===== config.mk =====
export PLATFORM = sky130hd
export DESIGN_NAME = load_store_unit
export DESIGN_NICKNAME = d
export VERILOG_FILES = /design/src/rtl/load_store_unit.sv
export SDC_FILE = /design/constraint.sdc
export NUM_CORES = 1
export LEC_CHECK = 0
export CAP_MARGIN = 20
export CORE_MARGIN = 4
export CORE_UTILIZATION = 45
export DETAILED_ROUTE_END_ITERATION = 8
export HOLD_SLACK_MARGIN = 0.03
export PLACE_DENSITY = 0.76
export SLEW_MARGIN = 20
export SYNTH_ARGS = -nofsm -noshare
export SYNTH_HDL_FRONTEND = slang
export SYNTH_SLANG_ARGS = --single-unit

===== constraint.sdc =====
create_clock -name clock -period 3.2 [get_ports clock]
set_input_delay 0.32 -clock clock [delete_from_list [all_inputs] [get_ports clock]]
set_output_delay 0.32 -clock clock [all_outputs]
set_load 0.005 [all_outputs]

===== src/rtl/load_store_unit.sv =====
// Purpose : converts byte/half/word loads and stores into word-only memory reads and writes (RMW for sub-word stores).
// Latency : load done at T+2, word store done at T+2, sub-word store done at T+3 (request accepted in cycle T).
// Backpr. : busy_out high while a transaction is in flight; requests seen while busy are dropped, not queued.
// Optional: define MISALIGN_TRAP_EN to drop misaligned half/word requests and pulse misaligned_out instead.
module load_store_unit #(
   parameter bit BIG_ENDIAN = 1'b1
) (
   input  logic        clock,
   input  logic        reset,
   input  logic        req_valid_in,
   input  logic        req_we_in,
   input  logic [1:0]  req_size_in,
   input  logic        req_signed_in,
   input  logic [31:0] req_addr_in,
   input  logic [31:0] req_wdata_in,
   output logic        busy_out,
   output logic        done_out,
   output logic [31:0] load_data_out,
   output logic        misaligned_out,
   output logic [31:0] mem_addr_out,
   output logic [31:0] mem_writedata_out,
   output logic        mem_re_out,
   output logic        mem_we_out,
   output logic [1:0]  mem_size_out,
   input  logic [31:0] mem_readdata_in
);

`ifdef MISALIGN_TRAP_EN
   localparam bit TRAP_EN = 1'b1;
`else
   localparam bit TRAP_EN = 1'b0;
`endif

   typedef enum logic [1:0] {IDLE, RD, WR} state_t;

   state_t      state_q, state_d;
   logic        we_q, we_d;
   logic [1:0]  size_q, size_d;
   logic        sgn_q, sgn_d;
   logic [1:0]  lo_q, lo_d;
   logic [15:0] wdat_q, wdat_d;
   logic [31:0] mem_addr_q, mem_addr_d;
   logic [31:0] mem_wdata_q, mem_wdata_d;
   logic        mem_re_q, mem_re_d;
   logic        mem_we_q, mem_we_d;
   logic        busy_q, busy_d;
   logic        done_q, done_d;
   logic        misal_q, misal_d;
   logic [31:0] load_data_q, load_data_d;
   logic        misaligned_req;

   // Bit offset of the addressed byte inside the word.
   function automatic logic [4:0] byte_base(input logic [1:0] a);
      logic [1:0] lane;
      lane = BIG_ENDIAN ? (2'd3 - a) : a;
      return {lane, 3'b000};
   endfunction

   // True when the addressed half-word sits in bits [31:16].
   function automatic logic half_hi(input logic a1);
      return BIG_ENDIAN ? ~a1 : a1;
   endfunction

   // Pull the addressed lane out of a memory word and extend it.
   function automatic logic [31:0] extract(input logic [31:0] w, input logic [1:0] sz,
                                           input logic [1:0] a, input logic sgn);
      logic [7:0]  b;
      logic [15:0] h;
      logic [31:0] r;
      b = w[byte_base(a) +: 8];
      h = half_hi(a[1]) ? w[31:16] : w[15:0];
      case (sz)
         2'b00:   r = {{24{sgn & b[7]}}, b};
         2'b01:   r = {{16{sgn & h[15]}}, h};
         default: r = w;
      endcase
      return r;
   endfunction

   // Overlay the new sub-word store data onto the word read back from memory.
   function automatic logic [31:0] merge(input logic [31:0] w, input logic [15:0] d,
                                         input logic [1:0] sz, input logic [1:0] a);
      logic [31:0] r;
      r = w;
      if (sz == 2'b00) begin
         r[byte_base(a) +: 8] = d[7:0];
      end else if (half_hi(a[1])) begin
         r[31:16] = d;
      end else begin
         r[15:0] = d;
      end
      return r;
   endfunction

   // Half requests need addr[0]==0, word requests need addr[1:0]==0; only enforced when trapping.
   assign misaligned_req = TRAP_EN &&
                           (((req_size_in == 2'b01) && req_addr_in[0]) ||
                            (req_size_in[1] && (req_addr_in[1:0] != 2'b00)));

   // Next-state and next-output logic; strobes and pulses default low so each lasts one cycle.
   always_comb begin
      state_d     = state_q;
      we_d        = we_q;
      size_d      = size_q;
      sgn_d       = sgn_q;
      lo_d        = lo_q;
      wdat_d      = wdat_q;
      mem_addr_d  = mem_addr_q;
      mem_wdata_d = mem_wdata_q;
      load_data_d = load_data_q;
      busy_d      = busy_q;
      mem_re_d    = 1'b0;
      mem_we_d    = 1'b0;
      done_d      = 1'b0;
      misal_d     = 1'b0;
      case (state_q)
         IDLE: begin
            busy_d = 1'b0;
            if (req_valid_in) begin
               if (misaligned_req) begin
                  misal_d = 1'b1;
               end else begin
                  we_d       = req_we_in;
                  size_d     = req_size_in;
                  sgn_d      = req_signed_in;
                  lo_d       = req_addr_in[1:0];
                  wdat_d     = req_wdata_in[15:0];
                  mem_addr_d = {req_addr_in[31:2], 2'b00};
                  busy_d     = 1'b1;
                  if (req_we_in && req_size_in[1]) begin
                     mem_wdata_d = req_wdata_in;
                     mem_we_d    = 1'b1;
                     state_d     = WR;
                  end else begin
                     mem_re_d = 1'b1;
                     state_d  = RD;
                  end
               end
            end
         end
         RD: begin
            if (we_q) begin
               mem_wdata_d = merge(mem_readdata_in, wdat_q, size_q, lo_q);
               mem_we_d    = 1'b1;
               state_d     = WR;
            end else begin
               load_data_d = extract(mem_readdata_in, size_q, lo_q, sgn_q);
               done_d      = 1'b1;
               busy_d      = 1'b0;
               state_d     = IDLE;
            end
         end
         WR: begin
            done_d  = 1'b1;
            busy_d  = 1'b0;
            state_d = IDLE;
         end
         default: begin
            busy_d  = 1'b0;
            state_d = IDLE;
         end
      endcase
   end

   // State and registered outputs; reset abandons any transaction in flight.
   always_ff @(posedge clock) begin
      if (reset) begin
         state_q     <= IDLE;
         we_q        <= 1'b0;
         size_q      <= 2'b00;
         sgn_q       <= 1'b0;
         lo_q        <= 2'b00;
         wdat_q      <= 16'h0;
         mem_addr_q  <= 32'h0;
         mem_wdata_q <= 32'h0;
         load_data_q <= 32'h0;
         busy_q      <= 1'b0;
         mem_re_q    <= 1'b0;
         mem_we_q    <= 1'b0;
         done_q      <= 1'b0;
         misal_q     <= 1'b0;
      end else begin
         state_q     <= state_d;
         we_q        <= we_d;
         size_q      <= size_d;
         sgn_q       <= sgn_d;
         lo_q        <= lo_d;
         wdat_q      <= wdat_d;
         mem_addr_q  <= mem_addr_d;
         mem_wdata_q <= mem_wdata_d;
         load_data_q <= load_data_d;
         busy_q      <= busy_d;
         mem_re_q    <= mem_re_d;
         mem_we_q    <= mem_we_d;
         done_q      <= done_d;
         misal_q     <= misal_d;
      end
   end

   assign busy_out          = busy_q;
   assign done_out          = done_q;
   assign load_data_out     = load_data_q;
   assign misaligned_out    = misal_q;
   assign mem_addr_out      = mem_addr_q;
   assign mem_writedata_out = mem_wdata_q;
   assign mem_re_out        = mem_re_q;
   assign mem_we_out        = mem_we_q;
   assign mem_size_out      = 2'b11;

endmodule


After elaboration in Yosys (flattened, before gate mapping) --
Index checks and enable logic that the tools add are counted.
Storage, ports and cells: register bits 122, output and inout port bits 103, word-level logic and storage cells 62
Operators by class: add/sub/neg operators 2, equality and inequality tests 7, shifts and indexed selects 3, mux-type cells 24, bitwise operators 5, reductions and logical operators 8
Operator list (count):
- two-way mux 32 bit | 4
- case mux 32 bit (2 select lines) | 2
- two-way mux 16 bit | 3
- bitwise mux 32 bit | 1
- variable shift 8 x 7 -> 32 bit (first input constant) | 1
- variable part select 32 x 6 -> 8 bit | 1
- variable part select 8 x 7 -> 32 bit | 1
- inequality test 2 bit (second input constant) | 4
- two-way mux 1 bit | 7
- negation 5 -> 7 bit | 1
- two-way mux 2 bit | 3
- case mux 1 bit (2 select lines) | 3
- == test 2 x 1 -> 1 bit (second input constant) | 2
- zero test 2 bit | 2
- case mux 2 bit (2 select lines) | 1
- AND reduction 2 bit | 2
- AND reduction 4 bit | 1
- inverter 1 bit | 3
- OR reduction 3 bit | 1
- bitwise AND 1 bit | 2
- == test 2 bit (second input constant) | 1
- nonzero test 2 bit | 1
- subtractor 2 bit (first input constant) | 1
- logical AND 1 bit | 1

Logic depth before layout (Yosys ltp) --
Gate-level depths: netlist (run 1).
depth after elaboration 7, depth in mapped cells 11, depth with buffers taken out 6

Worst setup path after synthesis (run 1) --
Ideal clock, no wire load.
path type reg2reg, from register lo_q[1], to register mem_wdata_q[24] (netlist: mem_writedata_out[24]), library setup time 0.091 ns, arrival 2.252 ns, required time 3.109 ns, path slack 0.857 ns, stages on the path, launching flop included 11, clock period less this slack 2.343 ns, cell sequence dfxtp_1 buf_6 buf_4 buf_2 inv_1 ha_1 clkbuf_2 nor4b_2 a221o_1 nand3_1 a311oi_1
On the way: word-level cells in the longest chain between the ends 7, elaborated cells between the ends (all ways) 9
RTL lines:
- start, declared | RTL line 40 | logic [1:0] lo_q, lo_d;
- start signal, assigned | RTL line 187 | lo_q <= lo_d;
- subtractor 2 bit | RTL line 55 | lane = BIG_ENDIAN ? (2'd3 - a) : a;
- negation 5 -> 7 bit | RTL line 86 | r[byte_base(a) +: 8] = d[7:0];
- variable part select 8 x 7 -> 32 bit / variable shift 8 x 7 -> 32 bit (equally long branches) | RTL line 86
- bitwise mux 32 bit | RTL line 86
- two-way mux 32 bit (*) | RTL line 85 | if (sz == 2'b00) begin
- two-way mux 32 bit (*) | RTL line 142 | if (we_q) begin
- case mux 32 bit (2 select lines) (*) | RTL line 116 | case (state_q)
- end signal, assigned | RTL line 190 | mem_wdata_q <= mem_wdata_d;
- end, declared | RTL line 43 | logic [31:0] mem_wdata_q, mem_wdata_d;
Every way passes the cells marked *; elsewhere a longest branch is shown, timed or not. The select of a mux whose other input is x is not followed. A chain may end at the register's enable or synchronous reset.

Worst setup path in the final report (run 1) --
from register lo_q[0], to register mem_wdata_q[23] (netlist: mem_writedata_out[23])
On the way: word-level cells in the longest chain between the ends 7, elaborated cells between the ends (all ways) 8
RTL lines (RTL line):
- subtractor 2 bit (*) | 55
- negation 5 -> 7 bit (*) | 86
- variable part select 8 x 7 -> 32 bit / variable shift 8 x 7 -> 32 bit (equally long branches) | 86
- bitwise mux 32 bit (*) | 86
- two-way mux 32 bit (*) | 85
- two-way mux 32 bit (*) | 142
- case mux 32 bit (2 select lines) (*) | 116
Marked as above.

==> metrics.txt, run 1 <==
# TYPE chip_impl_metric gauge
chip_impl_metric{name="globalRouteMet2Util",unit="%"} 39.9
chip_impl_metric{name="critical_path_peak_fanout",unit=""} 22
chip_impl_metric{name="cts_hold_repair.buffers",unit=""} 0
chip_impl_metric{name="crit_arrival",unit="ns"} 2.92
chip_impl_info{name="outcome",value="finished, final reports clean"} 1
chip_impl_metric{name="grt.met1_usage",unit="%"} 33.0
chip_impl_metric{name="number_of_antenna_violations_at_the_first_check_in_global_routing",unit=""} 0
chip_impl_metric{name="cts.clk_slew.worst_paths",unit="ns"} 0.06
chip_impl_metric{name="ys_async_sr_fraction",unit="%"} 0
chip_impl_metric{name="globalRouteTotalUtil",unit="%"} 25.6
chip_impl_metric{name="post_synth_num_cell_types",unit=""} 47
chip_impl_info{name="layout.cells.most_common",value="sky130_fd_sc_hd__clkdlybuf4s50_1"} 1
chip_impl_metric{name="grt_pass1_vias",unit=""} 6152
chip_impl_metric{name="post_cts.repair.setup_buffers",unit=""} 0
chip_impl_metric{name="finalSetupViolations",unit=""} 0
chip_impl_metric{name="yosys_warnings",unit=""} 0
chip_impl_metric{name="cts.sinks",unit=""} 122
chip_impl_metric{name="fp.dieW",unit="um"} 127
chip_impl_metric{name="effective_utilization_at_floorplan",unit="%"} 46.0
chip_impl_metric{name="antenna_cells",unit=""} 0
chip_impl_info{name="yosys_most_used_dff",value="sky130_fd_sc_hd__dfxtp_1"} 1
chip_impl_metric{name="port-buffer-count",unit=""} 200
chip_impl_metric{name="cts_inserted_buffers",unit=""} 17
chip_impl_metric{name="num_vias",unit=""} 6454
chip_impl_metric{name="finish.utilization",unit="%"} 64.8
chip_impl_metric{name="fin_nets",unit=""} 1070
chip_impl_metric{name="drt_pass1_iterations",unit=""} 5
chip_impl_info{name="start_kind",value="flip-flop"} 1
chip_impl_metric{name="grt_pass1_wl",unit="um"} 33100
chip_impl_metric{name="layout_worst_path_cycle_share",unit="%"} 80.4
chip_impl_metric{name="r2r_slack",unit="ns"} 0.63
chip_impl_metric{name="yosysSeqAreaShare",unit="%"} 38.3
chip_impl_metric{name="htreeDepth",unit=""} 4
chip_impl_metric{name="hold_viol_final",unit=""} 0
chip_impl_metric{name="relative_slew_margins",unit="%"} 28.2
chip_impl_metric{name="maximum_buffer_depth_of_the_clock_tree",unit=""} 2
chip_impl_metric{name="die_y",unit="um"} 127
chip_impl_info{name="critPathKind",value="flip-flop to flip-flop"} 1
chip_impl_metric{name="final_period_minus_worst_setup_slack",unit="ns"} 2.57
chip_impl_metric{name="number_of_synthesized_flops_with_an_enable_pin",unit=""} 0
chip_impl_metric{name="worst_clock_skew_on_the_final_layout",unit="ns"} 0.00702
chip_impl_metric{name="post_cts_resized",unit=""} 0
chip_impl_metric{name="worst_ir_drop_vdd",unit="mV"} 0.304
chip_impl_metric{name="cp.required",unit="ns"} 3.54
chip_impl_metric{name="p_leak",unit="nW"} 3.15
chip_impl_metric{name="globalRouteMet3Util",unit="%"} 8.19
chip_impl_info{name="cts_tree",value="built"} 1
chip_impl_metric{name="ys_seq_elements",unit=""} 122
chip_impl_metric{name="worst_slew_pin_slew",unit="ns"} 1.07
chip_impl_info{name="rsz_0062_raised_after_global_routing",value="false"} 1
chip_impl_info{name="globalRoute.busiestLayer",value="met2"} 1
chip_impl_metric{name="grt_max_degree",unit=""} 70
chip_impl_metric{name="final-max-slew-violation-count",unit=""} 0
chip_impl_metric{name="insertion_delay",unit="ns"} 0.43
chip_impl_metric{name="die_footprint",unit="um^2"} 16200
chip_impl_info{name="min_path_type",value="input port to flip-flop"} 1
chip_impl_metric{name="peak_clock_frequency_supported_by_timing",unit="MHz"} 389
chip_impl_metric{name="synthesis.instances",unit=""} 800
chip_impl_metric{name="postSynthAreaPerCell",unit="um^2"} 7.98
chip_impl_metric{name="layout.filler_cells",unit=""} 1203
chip_impl_metric{name="tns",unit="ns"} 0
chip_impl_metric{name="final_antenna_violating_net_count",unit=""} 0
chip_impl_metric{name="stdcell_count",unit=""} 1152
chip_impl_metric{name="gp_routability_congestion",unit=""} 0.906
chip_impl_metric{name="core.rowCount",unit=""} 43
chip_impl_info{name="critical_path.endpoint_type",value="flip-flop"} 1
chip_impl_metric{name="overflow",unit=""} 0
chip_impl_metric{name="power",unit="mW"} 4.84
chip_impl_metric{name="cap_viol_max_count",unit=""} 0
chip_impl_info{name="cts_root_buf",value="sky130_fd_sc_hd__clkbuf_16"} 1
chip_impl_metric{name="placed_wire_length_estimate_after_detailed_placement",unit="um"} 15000
chip_impl_metric{name="netlist_area",unit="um^2"} 6380
chip_impl_metric{name="floorplan.core_area",unit="um^2"} 13900
chip_impl_metric{name="layout-drive-gt1-share",unit="%"} 8.02
chip_impl_info{name="commonest_cells_after_routing_fill_and_taps_aside",value="199 x sky130_fd_sc_hd__clkdlybuf4s50_1, 174 x sky130_fd_sc_hd__nand2_1, 121 x sky130_fd_sc_hd__dfxtp_1"} 1
chip_impl_metric{name="syn2layout_area_growth",unit="%"} 40.9
chip_impl_metric{name="avgRoutedWirePerCell",unit="um"} 18.2
chip_impl_metric{name="floorplan.io_pins",unit=""} 206
chip_impl_metric{name="placed_instance_count",unit=""} 1120
chip_impl_metric{name="route.detailed.vias_per_inst",unit=""} 5.60
chip_impl_metric{name="pwr_density_cell",unit="nW/um^2"} 538
chip_impl_metric{name="wl_final",unit="um"} 21000
chip_impl_metric{name="drc",unit=""} 0
chip_impl_metric{name="timing.hold.ws",unit="ns"} 0.428
chip_impl_metric{name="first_iter_violations",unit=""} 718
logic make-up after synthesis:
logic type | synth area share (%)
other | 0.118
muxes | 7.74
adders and majority gates | 1.57
and+or+nand+nor | 23.3
AOI/OAI and AO/OA | 22.0
buffers and inverters | 7.02
DFF | 38.3
critical path: stages (launching register included):
cell and delay [ns]:
sky130_fd_sc_hd__dfxtp_1 0.78, sky130_fd_sc_hd__inv_1 0.15, sky130_fd_sc_hd__ha_1 0.49, sky130_fd_sc_hd__nand4bb_1 0.38, sky130_fd_sc_hd__o221ai_1 0.28, sky130_fd_sc_hd__nand3_1 0.12, sky130_fd_sc_hd__a311oi_1 0.28
state kept, by name, indices dropped and copies added (netlist names):
register,flops
size_q,2
mem_addr_out,30
busy_out,1
wdat_q,16
we_q,1
state_q,2
load_data_out,32
mem_we_out,1
done_out,1
mem_re_out,1
lo_q,2
mem_writedata_out,32
sgn_q,1
power by group:
part / switching, mW / internal [mW] / total, mW
logic: 0.536 / 0.549 / 1.09
clock network: 0.762 / 1.24 / 2.00
registers: 0.105 / 1.65 / 1.76
total: 1.40 / 3.43 / 4.84
layout make-up:
type | instances | area (um^2) | share of cell area, %
multi-input combinational | 581 | 3510 | 39.0
sequential | 122 | 2440 | 27.2
timing repair buffer | 213 | 2110 | 23.5
clock buffer | 17 | 425 | 4.73
tap | 180 | 225 | 2.50
clock inverter | 15 | 190 | 2.11
inverter | 24 | 90.1 | 1.00
synth_stat cells (2+ instances only):
master	number	share of area, %
sky130_fd_sc_hd__nor3_1	3	0.24
sky130_fd_sc_hd__ha_1	8	1.6
sky130_fd_sc_hd__o21ai_0	12	0.94
sky130_fd_sc_hd__a211oi_2	11	2.2
sky130_fd_sc_hd__a311oi_1	32	4.4
sky130_fd_sc_hd__mux4_2	6	2.1
sky130_fd_sc_hd__buf_1	6	0.35
sky130_fd_sc_hd__nor2_1	64	3.8
sky130_fd_sc_hd__buf_6	4	0.71
sky130_fd_sc_hd__o211ai_1	6	0.71
sky130_fd_sc_hd__clkbuf_1	44	2.6
sky130_fd_sc_hd__o22ai_1	2	0.20
sky130_fd_sc_hd__nand2_1	175	10
sky130_fd_sc_hd__conb_1	2	0.12
sky130_fd_sc_hd__mux2i_1	30	4.7
sky130_fd_sc_hd__nor2b_1	2	0.20
sky130_fd_sc_hd__nand2b_1	37	3.6
sky130_fd_sc_hd__a211oi_1	22	2.6
sky130_fd_sc_hd__mux2_2	4	0.71
sky130_fd_sc_hd__dfxtp_1	122	38
sky130_fd_sc_hd__inv_1	24	1.4
sky130_fd_sc_hd__buf_4	6	0.71
sky130_fd_sc_hd__and3_1	4	0.39
sky130_fd_sc_hd__buf_2	15	1.2
sky130_fd_sc_hd__a21oi_1	71	5.6
sky130_fd_sc_hd__o221ai_1	16	2.2
sky130_fd_sc_hd__a221o_1	16	2.5
sky130_fd_sc_hd__nand3b_1	4	0.47
sky130_fd_sc_hd__or3_1	2	0.20
sky130_fd_sc_hd__nand3_1	33	2.6
per-layer routing:
metal | vias up | share of wire (%)
li1 | 3129 | -
met1 | 2957 | 42
met2 | 314 | 45
met3 | 54 | 9.5
met4 | 0 | 3.3
met5 | - | 0
per-stage QoR:
stage | setup WS, ns | instance area, um^2
floorplan | 0.857 | 6390
global placement | 0.796 | 8380
detailed placement | 0.664 | 8380
CTS | 0.641 | 8990
global route | 0.337 | 8990
finish | 0.626 | 8990
final timing paths:
| kind | from | end | depth (start not counted) |
|---|---|---|---|
| worst max-delay path | lo_q[0]$_SDFFE_PP0P_ | mem_writedata_out[23]$_SDFFE_PP0P_ | 6 |
| worst min-delay path | reset | mem_re_out$_SDFF_PP0_ | 2 |
| worst max register to register | lo_q[0]$_SDFFE_PP0P_ | mem_writedata_out[23]$_SDFFE_PP0P_ | 6 |
| worst min register to register | mem_addr_out[3]$_SDFFE_PP0P_ | mem_addr_out[3]$_SDFFE_PP0P_ | 2 |
No activity file was read; power rests on OpenSTA's default activity.
==> run 2, diff against run 1 <==
==> constraint.sdc (replaced) <==
create_clock -name clock -period 2.6 [get_ports clock]
set_input_delay 0.26 -clock clock [delete_from_list [all_inputs] [get_ports clock]]
set_output_delay 0.26 -clock clock [all_outputs]
set_load 0.005 [all_outputs]
==> run 2 against run 1 <==
Against the previous run: core utilization is 0.14 points higher; sequential power is 22% higher; sequential cell count stayed put; largest cell class unchanged; highest routed layer unchanged.
==> metrics.txt, run 2 (synthesis gave the netlist of run 1 again) <==
# TYPE chip_impl_metric gauge
chip_impl_info{name="whs_endpoint",value="mem_re_out$_SDFF_PP0_"} 1
chip_impl_info{name="outcome",value="finished, final reports clean"} 1
chip_impl_info{name="crit_path_cell_trace",value="inv_1, ha_1, and4b_1, a221o_1, nand3_1, a311oi_1"} 1
chip_impl_info{name="critPathKind",value="flip-flop to flip-flop"} 1
chip_impl_info{name="cts_root_buf",value="sky130_fd_sc_hd__clkbuf_16"} 1
chip_impl_metric{name="pwr_density_cell",unit="nW/um^2"} 652
chip_impl_metric{name="fin_nets",unit=""} 1071
chip_impl_metric{name="final_antenna_violating_net_count",unit=""} 0
chip_impl_metric{name="drc",unit=""} 0
chip_impl_metric{name="die_y",unit="um"} 127
chip_impl_metric{name="floorplan.io_pins",unit=""} 206
chip_impl_metric{name="hold_depth",unit=""} 2
chip_impl_metric{name="timing.reg2reg.worst_path_depth",unit=""} 6
chip_impl_metric{name="cts.sinks",unit=""} 122
chip_impl_metric{name="hold_viol_final",unit=""} 0
chip_impl_metric{name="tns",unit="ns"} 0
chip_impl_metric{name="insertion_delay",unit="ns"} 0.42
chip_impl_metric{name="number_of_antenna_violations_at_the_first_check_in_global_routing",unit=""} 0
chip_impl_info{name="layout.cells.most_common",value="sky130_fd_sc_hd__clkdlybuf4s50_1"} 1
chip_impl_metric{name="maximum_buffer_depth_of_the_clock_tree",unit=""} 2
chip_impl_metric{name="crit_arrival",unit="ns"} 2.50
chip_impl_metric{name="htreeDepth",unit=""} 4
chip_impl_metric{name="cts_hold_repair.buffers",unit=""} 0
chip_impl_info{name="crit_family",value="simple AND/OR/NAND/NOR gates"} 1
chip_impl_metric{name="bufs_and_invs_on_worst_path",unit=""} 1
chip_impl_info{name="reg2reg_from",value="lo_q[1]$_SDFFE_PP0P_"} 1
chip_impl_metric{name="fp.dieW",unit="um"} 127
chip_impl_metric{name="detailroute.wirelength.met2",unit="um"} 9350
chip_impl_metric{name="cp.required",unit="ns"} 2.92
chip_impl_metric{name="stdcell_count",unit=""} 1153
chip_impl_info{name="dr.max_layer_used",value="met4"} 1
chip_impl_metric{name="final_period_minus_worst_setup_slack",unit="ns"} 2.18
chip_impl_info{name="cts_tree",value="built"} 1
chip_impl_metric{name="relative_slew_margins",unit="%"} 49.5
chip_impl_metric{name="worst_slew_pin_slew",unit="ns"} 0.757
chip_impl_metric{name="wl_met3",unit="um"} 2090
chip_impl_metric{name="die_footprint",unit="um^2"} 16200
chip_impl_metric{name="post_cts.repair.setup_buffers",unit=""} 0
chip_impl_metric{name="final-max-slew-violation-count",unit=""} 0
chip_impl_metric{name="num_vias",unit=""} 6499
chip_impl_metric{name="p_leak",unit="nW"} 3.16
chip_impl_metric{name="grt_max_degree",unit=""} 65
chip_impl_metric{name="effective_utilization_at_floorplan",unit="%"} 46.0
chip_impl_metric{name="placed_wire_length_estimate_after_detailed_placement",unit="um"} 14800
chip_impl_metric{name="peak_clock_frequency_supported_by_timing",unit="MHz"} 459
chip_impl_info{name="start_kind",value="flip-flop"} 1
chip_impl_metric{name="post_cts_resized",unit=""} 0
chip_impl_metric{name="finalSetupViolations",unit=""} 0
chip_impl_info{name="critPathLaunch",value="lo_q[1]$_SDFFE_PP0P_"} 1
chip_impl_metric{name="globalRouteTotalUtil",unit="%"} 25.7
chip_impl_metric{name="first_iter_violations",unit=""} 577
chip_impl_metric{name="r2r_slack",unit="ns"} 0.42
chip_impl_metric{name="cap_viol_max_count",unit=""} 0
chip_impl_info{name="timing.hold.worst.start",value="reset"} 1
chip_impl_metric{name="grt_pass1_wl",unit="um"} 33300
chip_impl_metric{name="route.layer.met1.wl",unit="um"} 8750
chip_impl_metric{name="avgRoutedWirePerCell",unit="um"} 18.2
chip_impl_metric{name="layout_worst_path_cycle_share",unit="%"} 83.9
chip_impl_info{name="rsz_0062_raised_after_global_routing",value="false"} 1
chip_impl_metric{name="overflow",unit=""} 0
chip_impl_metric{name="number_of_cells_on_the_critical_path",unit=""} 6
chip_impl_metric{name="core.rowCount",unit=""} 43
chip_impl_metric{name="gp_routability_congestion",unit=""} 0.929
chip_impl_metric{name="cts.clk_slew.worst_paths",unit="ns"} 0.05
chip_impl_metric{name="placed_instance_count",unit=""} 1121
chip_impl_info{name="slowest_stage",value="sky130_fd_sc_hd__and4b_1"} 1
chip_impl_info{name="critical_path.endpoint_type",value="flip-flop"} 1
chip_impl_metric{name="wl_final",unit="um"} 21000
chip_impl_metric{name="floorplan.core_area",unit="um^2"} 13900
chip_impl_metric{name="cts_inserted_buffers",unit=""} 17
chip_impl_info{name="min_path_type",value="input port to flip-flop"} 1
chip_impl_info{name="r2r_end",value="mem_writedata_out[7]$_SDFFE_PP0P_"} 1
chip_impl_metric{name="syn2layout_area_growth",unit="%"} 41.2
chip_impl_metric{name="worst_clock_skew_on_the_final_layout",unit="ns"} 0.0166
chip_impl_metric{name="route.detailed.vias_per_inst",unit=""} 5.64
chip_impl_metric{name="antenna_cells",unit=""} 0
chip_impl_metric{name="cp_slowest_stage_delay",unit="ns"} 0.51
chip_impl_metric{name="port-buffer-count",unit=""} 200
chip_impl_metric{name="critical_path_peak_fanout",unit=""} 9
chip_impl_info{name="commonest_cells_after_routing_fill_and_taps_aside",value="199 x sky130_fd_sc_hd__clkdlybuf4s50_1, 174 x sky130_fd_sc_hd__nand2_1, 121 x sky130_fd_sc_hd__dfxtp_1"} 1
chip_impl_metric{name="drt_pass1_iterations",unit=""} 5
chip_impl_metric{name="grt_pass1_vias",unit=""} 6275
chip_impl_metric{name="worst_ir_drop_vdd",unit="mV"} 0.483
chip_impl_metric{name="layout-drive-gt1-share",unit="%"} 8.12
[run 2: cell count changes in the layout (fill, tap and decap cells not counted), moves of 2 or more]
cell	delta
sky130_fd_sc_hd__clkbuf_8	+4
sky130_fd_sc_hd__inv_6	-4
sky130_fd_sc_hd__clkinv_4	-3
sky130_fd_sc_hd__buf_12	+2
sky130_fd_sc_hd__clkinv_2	+2
[run 2: worst max path at each step]
stage                                    endpoint  slack [ns]
3_3_place_gp   mem_writedata_out[27]$_SDFFE_PP0P_        0.49
4_1_cts         mem_writedata_out[7]$_SDFFE_PP0P_        0.42
3_5_place_dp    mem_writedata_out[7]$_SDFFE_PP0P_        0.50
5_1_grt         mem_writedata_out[7]$_SDFFE_PP0P_        0.25
2_1_floorplan  mem_writedata_out[24]$_SDFFE_PP0P_        0.26
6_report        mem_writedata_out[7]$_SDFFE_PP0P_        0.42
[run 2: area by class of cell]
class | instances | area (um^2)
clock inverter | 10 | 116
inverter | 24 | 90.1
tap | 180 | 225
timing repair buffer | 214 | 2140
fill | 1210 | 4870
clock buffer | 22 | 484
sequential | 122 | 2440
multi-input combinational | 581 | 3510
[run 2: per-layer routing]
layer / up-vias / global-route usage, %
met2: 318 / 38.6
met5: - / 0
li1: 3132 / -
met1: 3003 / 33.8
met3: 46 / 8.61
met4: 0 / 11.4
[run 2: through the flow]
stage / total power [mW] / setup WS, ns / util (%) / hold slack (ns) / cell area (um^2)
global route: 6.14 / 0.248 / 64.9 / 0.359 / 9010
CTS: 5.91 / 0.425 / 64.9 / 0.322 / 9010
floorplan: 2.90 / 0.257 / - / 0.396 / 6390
detailed placement: 3.53 / 0.502 / 60.6 / 0.446 / 8410
global placement: 3.52 / 0.486 / 60.6 / 0.440 / 8410
finish: 5.88 / 0.420 / 64.9 / 0.321 / 9010
[run 2: power by group]
group / internal (mW) / switching [mW]
sequential: 2.03 / 0.118
clock: 1.51 / 0.864
combinational: 0.682 / 0.672
